$ cat config.mk
export PLATFORM = sky130hd
export DESIGN_NAME = uart_rx_flat
export DESIGN_NICKNAME = d
export VERILOG_FILES = /design/src/rtl/uart_pkg.sv /design/src/rtl/uart_interface.sv /design/src/rtl/uart_sync.sv /design/src/rtl/uart_rx.sv /design/src/flat_wrapper.sv
export SDC_FILE = /design/constraint.sdc
export NUM_CORES = 1
export LEC_CHECK = 0
export ABC_AREA = 1
export CAP_MARGIN = 10
export CORE_MARGIN = 2
export CORE_UTILIZATION = 25
export DETAILED_ROUTE_END_ITERATION = 7
export DONT_BUFFER_PORTS = 1
export PLACE_DENSITY_LB_ADDON = 0.1
export SLEW_MARGIN = 20
export SYNTH_ARGS = -nofsm -noshare
export SYNTH_HDL_FRONTEND = slang
export SYNTH_SLANG_ARGS = --single-unit
export TNS_END_PERCENT = 10
$ cat constraint.sdc
create_clock -name clk -period 2.8 [get_ports clk]
set_input_delay 0.56 -clock clk [delete_from_list [all_inputs] [get_ports clk]]
set_output_delay 0.56 -clock clk [all_outputs]
set_load 0.02 [all_outputs]
$ cat src/rtl/uart_pkg.sv
// Shared UART types and helpers, used by both the receiver and the transmitter.
package uart_pkg;

  typedef enum logic [1:0] {
    PAR_NONE,
    PAR_ODD,
    PAR_EVEN
  } parity_t;

  typedef enum logic [2:0] {
    RX_IDLE,
    RX_START,
    RX_DATA,
    RX_PARITY,
    RX_STOP,
    RX_BRK_WAIT
  } rx_state_t;

  function automatic int unsigned clks_per_bit(input int unsigned clk_freq,
                                               input int unsigned baud_rate);
    return clk_freq / baud_rate;
  endfunction

endpackage

$ cat src/rtl/uart_interface.sv
// UART line/word bundle; rxif faces the receiver, txif faces the transmitter.
interface uart_interface #(
  parameter int unsigned DATA_WIDTH = 8
);
  logic                  signal;
  logic [DATA_WIDTH-1:0] data;
  logic                  valid;
  logic                  ready;

  modport rxif (input signal, output data, output valid, output ready);
  modport txif (output signal, input data, input valid, output ready);
endinterface

$ cat src/rtl/uart_sync.sv
// Multi-flop synchroniser for asynchronous single-bit inputs.
module uart_sync #(
  parameter int unsigned DEPTH     = 2,
  parameter logic        RESET_VAL = 1'b1
) (
  input  logic clk,
  input  logic rst,
  input  logic d,
  output logic q
);

  logic [DEPTH-1:0] ff;

  always_ff @(posedge clk) begin
    if (rst) ff <= {DEPTH{RESET_VAL}};
    else     ff <= {ff[DEPTH-2:0], d};
  end

  assign q = ff[DEPTH-1];

  if (DEPTH < 2) begin : g_depth_check
    $fatal(1, "uart_sync: DEPTH must be at least 2");
  end

endmodule

$ cat src/rtl/uart_rx.sv
// UART receiver: mid-bit sampling deserialiser with optional parity and break handling.
module uart_rx
  import uart_pkg::*;
#(
  parameter int unsigned DATA_WIDTH = 8,
  parameter int unsigned CLK_FREQ   = 50_000_000,
  parameter int unsigned BAUD_RATE  = 115_200,
  parameter parity_t     PARITY     = PAR_NONE
) (
  input  logic        clk,
  input  logic        rst,
  uart_interface.rxif rx,
  output logic        frame_err,
  output logic        parity_err
);

  localparam int unsigned C  = clks_per_bit(CLK_FREQ, BAUD_RATE);
  localparam int unsigned H  = C / 2;
  localparam int unsigned TW = $clog2(C);
  localparam int unsigned IW = $clog2(DATA_WIDTH);

  if (C < 4 || DATA_WIDTH < 5 || DATA_WIDTH > 9) begin : g_param_check
    $fatal(1, "uart_rx: need CLK_FREQ/BAUD_RATE >= 4 and DATA_WIDTH in 5..9");
  end

  logic                  s;
  rx_state_t             state;
  logic [TW-1:0]         timer;
  logic [IW-1:0]         idx;
  logic [DATA_WIDTH-1:0] shreg;
  logic                  par_err_q;
  logic [DATA_WIDTH-1:0] data_q;
  logic                  valid_q;
  logic                  ready_q;

  uart_sync #(.DEPTH(2), .RESET_VAL(1'b1)) u_sync (
    .clk (clk),
    .rst (rst),
    .d   (rx.signal),
    .q   (s)
  );

  // Timer counts down to zero, so it is loaded with (interval - 1) and fits in $clog2(C) bits.
  always_ff @(posedge clk) begin
    valid_q <= 1'b0;
    if (rst) begin
      state      <= RX_IDLE;
      timer      <= '0;
      idx        <= '0;
      shreg      <= '0;
      par_err_q  <= 1'b0;
      data_q     <= '0;
      ready_q    <= 1'b0;
      frame_err  <= 1'b0;
      parity_err <= 1'b0;
    end else begin
      case (state)
        RX_IDLE: begin
          ready_q <= 1'b1;
          if (!s) begin
            state     <= RX_START;
            timer     <= TW'(H - 1);
            par_err_q <= 1'b0;
            ready_q   <= 1'b0;
          end
        end
        RX_START: begin
          if (timer == '0) begin
            if (s) begin
              state   <= RX_IDLE;
              ready_q <= 1'b1;
            end else begin
              state <= RX_DATA;
              timer <= TW'(C - 1);
              idx   <= '0;
            end
          end else begin
            timer <= timer - TW'(1);
          end
        end
        RX_DATA: begin
          if (timer == '0) begin
            shreg <= {s, shreg[DATA_WIDTH-1:1]};
            timer <= TW'(C - 1);
            if (idx == IW'(DATA_WIDTH - 1))
              state <= (PARITY == PAR_NONE) ? RX_STOP : RX_PARITY;
            else
              idx <= idx + IW'(1);
          end else begin
            timer <= timer - TW'(1);
          end
        end
        RX_PARITY: begin
          if (timer == '0) begin
            par_err_q <= ((^shreg) ^ s) != (PARITY == PAR_ODD);
            timer     <= TW'(C - 1);
            state     <= RX_STOP;
          end else begin
            timer <= timer - TW'(1);
          end
        end
        RX_STOP: begin
          if (timer == '0) begin
            data_q     <= shreg;
            valid_q    <= 1'b1;
            frame_err  <= ~s;
            parity_err <= (PARITY != PAR_NONE) && par_err_q;
            // Exit at mid-stop-bit so a start edge in the next half-bit is still caught.
            if (s) begin
              state   <= RX_IDLE;
              ready_q <= 1'b1;
            end else begin
              state <= RX_BRK_WAIT;
            end
          end else begin
            timer <= timer - TW'(1);
          end
        end
        RX_BRK_WAIT: begin
          if (s) begin
            state   <= RX_IDLE;
            ready_q <= 1'b1;
          end
        end
        default: begin
          state   <= RX_IDLE;
          ready_q <= 1'b0;
        end
      endcase
    end
  end

  assign rx.data  = data_q;
  assign rx.valid = valid_q;
  assign rx.ready = ready_q;

endmodule

$ cat src/flat_wrapper.sv
// flat-port wrapper written by rule: the top's interface ports become plain ports
module uart_rx_flat import uart_pkg::*;
#(
  parameter int unsigned DATA_WIDTH = 8,
  parameter int unsigned CLK_FREQ   = 50_000_000,
  parameter int unsigned BAUD_RATE  = 115_200,
  parameter parity_t     PARITY     = PAR_NONE
)
  (clk, rst, frame_err, parity_err, rx_signal, rx_data, rx_valid, rx_ready);
  uart_interface #(.DATA_WIDTH(DATA_WIDTH)) rx_i ();
  input  logic clk;
  input  logic rst;
  output logic frame_err;
  output logic parity_err;
  input wire logic [$bits(rx_i.signal)-1:0] rx_signal;
  output wire logic [$bits(rx_i.data)-1:0] rx_data;
  output wire logic [$bits(rx_i.valid)-1:0] rx_valid;
  output wire logic [$bits(rx_i.ready)-1:0] rx_ready;
  assign rx_i.signal = rx_signal;
  assign rx_data = rx_i.data;
  assign rx_valid = rx_i.valid;
  assign rx_ready = rx_i.ready;
  uart_rx #(.DATA_WIDTH(DATA_WIDTH), .CLK_FREQ(CLK_FREQ), .BAUD_RATE(BAUD_RATE), .PARITY(PARITY)) u_core (.clk(clk), .rst(rst), .rx(rx_i), .frame_err(frame_err), .parity_err(parity_err));
endmodule
==> metrics.txt <==
input/output buffers=0; CTS resizes=0; Yosys reg bits=36; Worst Reg2Reg Path Length in Cells=10; Slew Viols, Final=0; Hold Crit Depth=1; Worst Clk Skew=6.607 ps; post-synthesis async set-or-reset flop share=0; initial antenna violation count=0; Antenna Cells=0; Max-slew headroom=0.5569; Worst Max-Slew Pin Slew=663.9 ps; share of post-route cells with drive strength above 1=0.1231; largest net degree at the start of global routing=22; Final setup viols=0; post-synthesis cell area=1803 sq um; Die Wd=88.93 microns; crit share post-route=0.6055; core box area=6869 sq um; TritonRoute pass-1 iters=4; total gr overflow=0; io pins=15; VDD IR-drop max=0.0002737 V; number of max-cap violations=0; final setup TNS=0 ps; Gate Count Post-Synth=259; startpoint types=register; warnings from Yosys=0; # rows=30; Critical Path AT=1930 ps; die area=7908 sq um; Distinct cells, synth=27; post-synthesis sequential area ratio=0.3997; NetSw=598.9 uW; Area growth, synth to finish=10.55%; H-tree levels=2; CTS Sinks=36; EDFF count, synth=0; DRC errors left=0; GRT Util Overall=0.1116; DP HPWL=2999 microns; Fin. Hold Viols=0; clock power share=0.310; minimum hold slack=330.6 ps; P_leak=0.0008499 uW; outcome=complete, no violations; Net Count, Synth=265; pwr/cell area=823.2 nW/um^2; antenna-violating nets left=0; clock-pin transition on the worst setup and hold timing paths=80 ps; Avg WL per Cell=11.76 microns; clk_lat worst skew=290 ps; Root Driver=clkbuf_8; Hold WC Path Type=in2reg; Sequential Power Share=0.370; WP data required=3030 ps; CTS Buf Count=5; synthesized area per cell=6.961 sq um; commonest non-fill, non-tap cell in the layout=nand2_1; Detailed Route Iter0 Violations=55; global-route wire length before repair=6755 microns; vias per cell=4.362; Internal=1042 uW; GPL Wtd Cong=0.7759; Via Count=1553; Switching Fraction=0.3650; peak fanout along the critical path=10; RSZ-0062 raised after global routing=false; Die Y=88.93 microns; reg-to-reg slack, setup=1100 ps; Final nets=265; CP Class=reg2reg; Max Clock Freq=589.8 MHz; most frequent cells in the layout=50 x nand2_1, 38 x nor2_1, 36 x dfxtp_1, 30 x inv_1, 26 x a21oi_1; routed wire length=4188 microns; Max Buffers Root-to-Sink=2; post-CTS setup buffer count=0; vias in the first global route=1373; initial core utilization=0.2625; Final Critical Period=1695 ps; power consumption=1641 uW; Combinational Power Share=0.319; Main synth FF type=dfxtp_1; hold bufs inserted after CTS=0; CP Capture Type=register; CTS tree=done
[state kept, by name, summed over array words and instances, names as in the netlist]
| register | count |
|---|---|
| u_core.rx.ready | 1 |
| u_core.rx.valid | 1 |
| u_core.rx.data | 8 |
| u_core.timer | 9 |
| u_core.idx | 3 |
| u_core.shreg | 8 |
| u_core.frame_err | 1 |
| u_core.u_sync.ff | 2 |
| u_core.state | 3 |
[path summary, 6_finish.rpt]
check	from	to
setup / recovery	u_core.timer[0]	u_core.frame_err
hold / removal	rst	u_core.rx.data[3]
setup reg to reg	u_core.timer[0]	u_core.frame_err
hold reg to reg	u_core.u_sync.ff[0]	u_core.u_sync.ff[1]
[worst max-delay path: stages (launching register included)]
cell and delay, ps:
dfxtp_1 310, inv_1 90, ha_1 230, nand2_1 80
nor2_2 190, nand3_2 190, inv_2 200, nand2_4 120
nor2_2 110, nand2_1 50, nand2_1 50
[cell families (layout without fill, tap and decap cells)]
| family | Yosys count | in the layout | share of synthesized area |
|---|---|---|---|
| buffers and inverters | 40 | 41 | 0.1013 |
| flip-flops | 36 | 36 | 0.3997 |
| other | 1 | 1 | 0.002080 |
| AO/OA/AOI/OAI | 45 | 45 | 0.1270 |
| AND/OR/NAND/NOR | 133 | 133 | 0.3442 |
| adder cells (fa/ha/maj) | 3 | 3 | 0.02082 |
| XOR/XNOR | 1 | 1 | 0.004859 |
[through the flow]
stage               worst slack, ps  instances  utilization  instance area [sq um]
floorplan                      1380        259            -                   1803
global placement               1110        348       0.2718                   1867
detailed placement             1096        348       0.2718                   1867
CTS                            1063        356       0.2902                   1993
global route                  881.8        356       0.2902                   1993
finish                         1105        356       0.2902                   1993
[power by group through the flow]
stage | combinational, uW | sequential, uW | clock, uW
4_1_cts | 532 | 609 | 524
6_report | 524 | 608 | 509
3_3_place_gp | 534 | 622 | 0
5_1_grt | 598 | 617 | 549
2_1_floorplan | 434 | 608 | 0
3_5_place_dp | 527 | 621 | 0
[per-layer routing]
metal  vias to the layer above  track usage  share of wire
met5                         -            0              0
met4                         0      0.02893         0.0081
met3                         4      0.03232          0.039
met2                        25       0.1798           0.46
met1                       699       0.1471           0.49
li1                        825            -              -
[cells in the mapped netlist, types with 2 or more instances]
library cell,count,area share
inv_1,30,0.062
nor2_2,3,0.010
nand3_2,3,0.017
nor2_1,38,0.079
nand3_1,22,0.061
dfxtp_1,36,0.40
nor2_4,2,0.012
or2_2,2,0.0069
nand2_2,7,0.024
clkbuf_1,2,0.0042
o21ai_0,18,0.050
inv_2,2,0.0042
nand2_1,50,0.10
a21oi_1,26,0.072
ha_1,3,0.021
nand4_1,2,0.0069
buf_6,2,0.012
nand2_4,2,0.012
[layout make-up]
cell class,count,area [sq um]
Fill cell,787,4876
Multi-Input combinational cell,183,899.6
Clock buffer,7,96.34
Sequential cell,36,720.7
Inverter,33,126.4
Tap cell,96,120.1
Clock inverter,1,30.03
No activity file was read; power rests on OpenSTA's default activity.
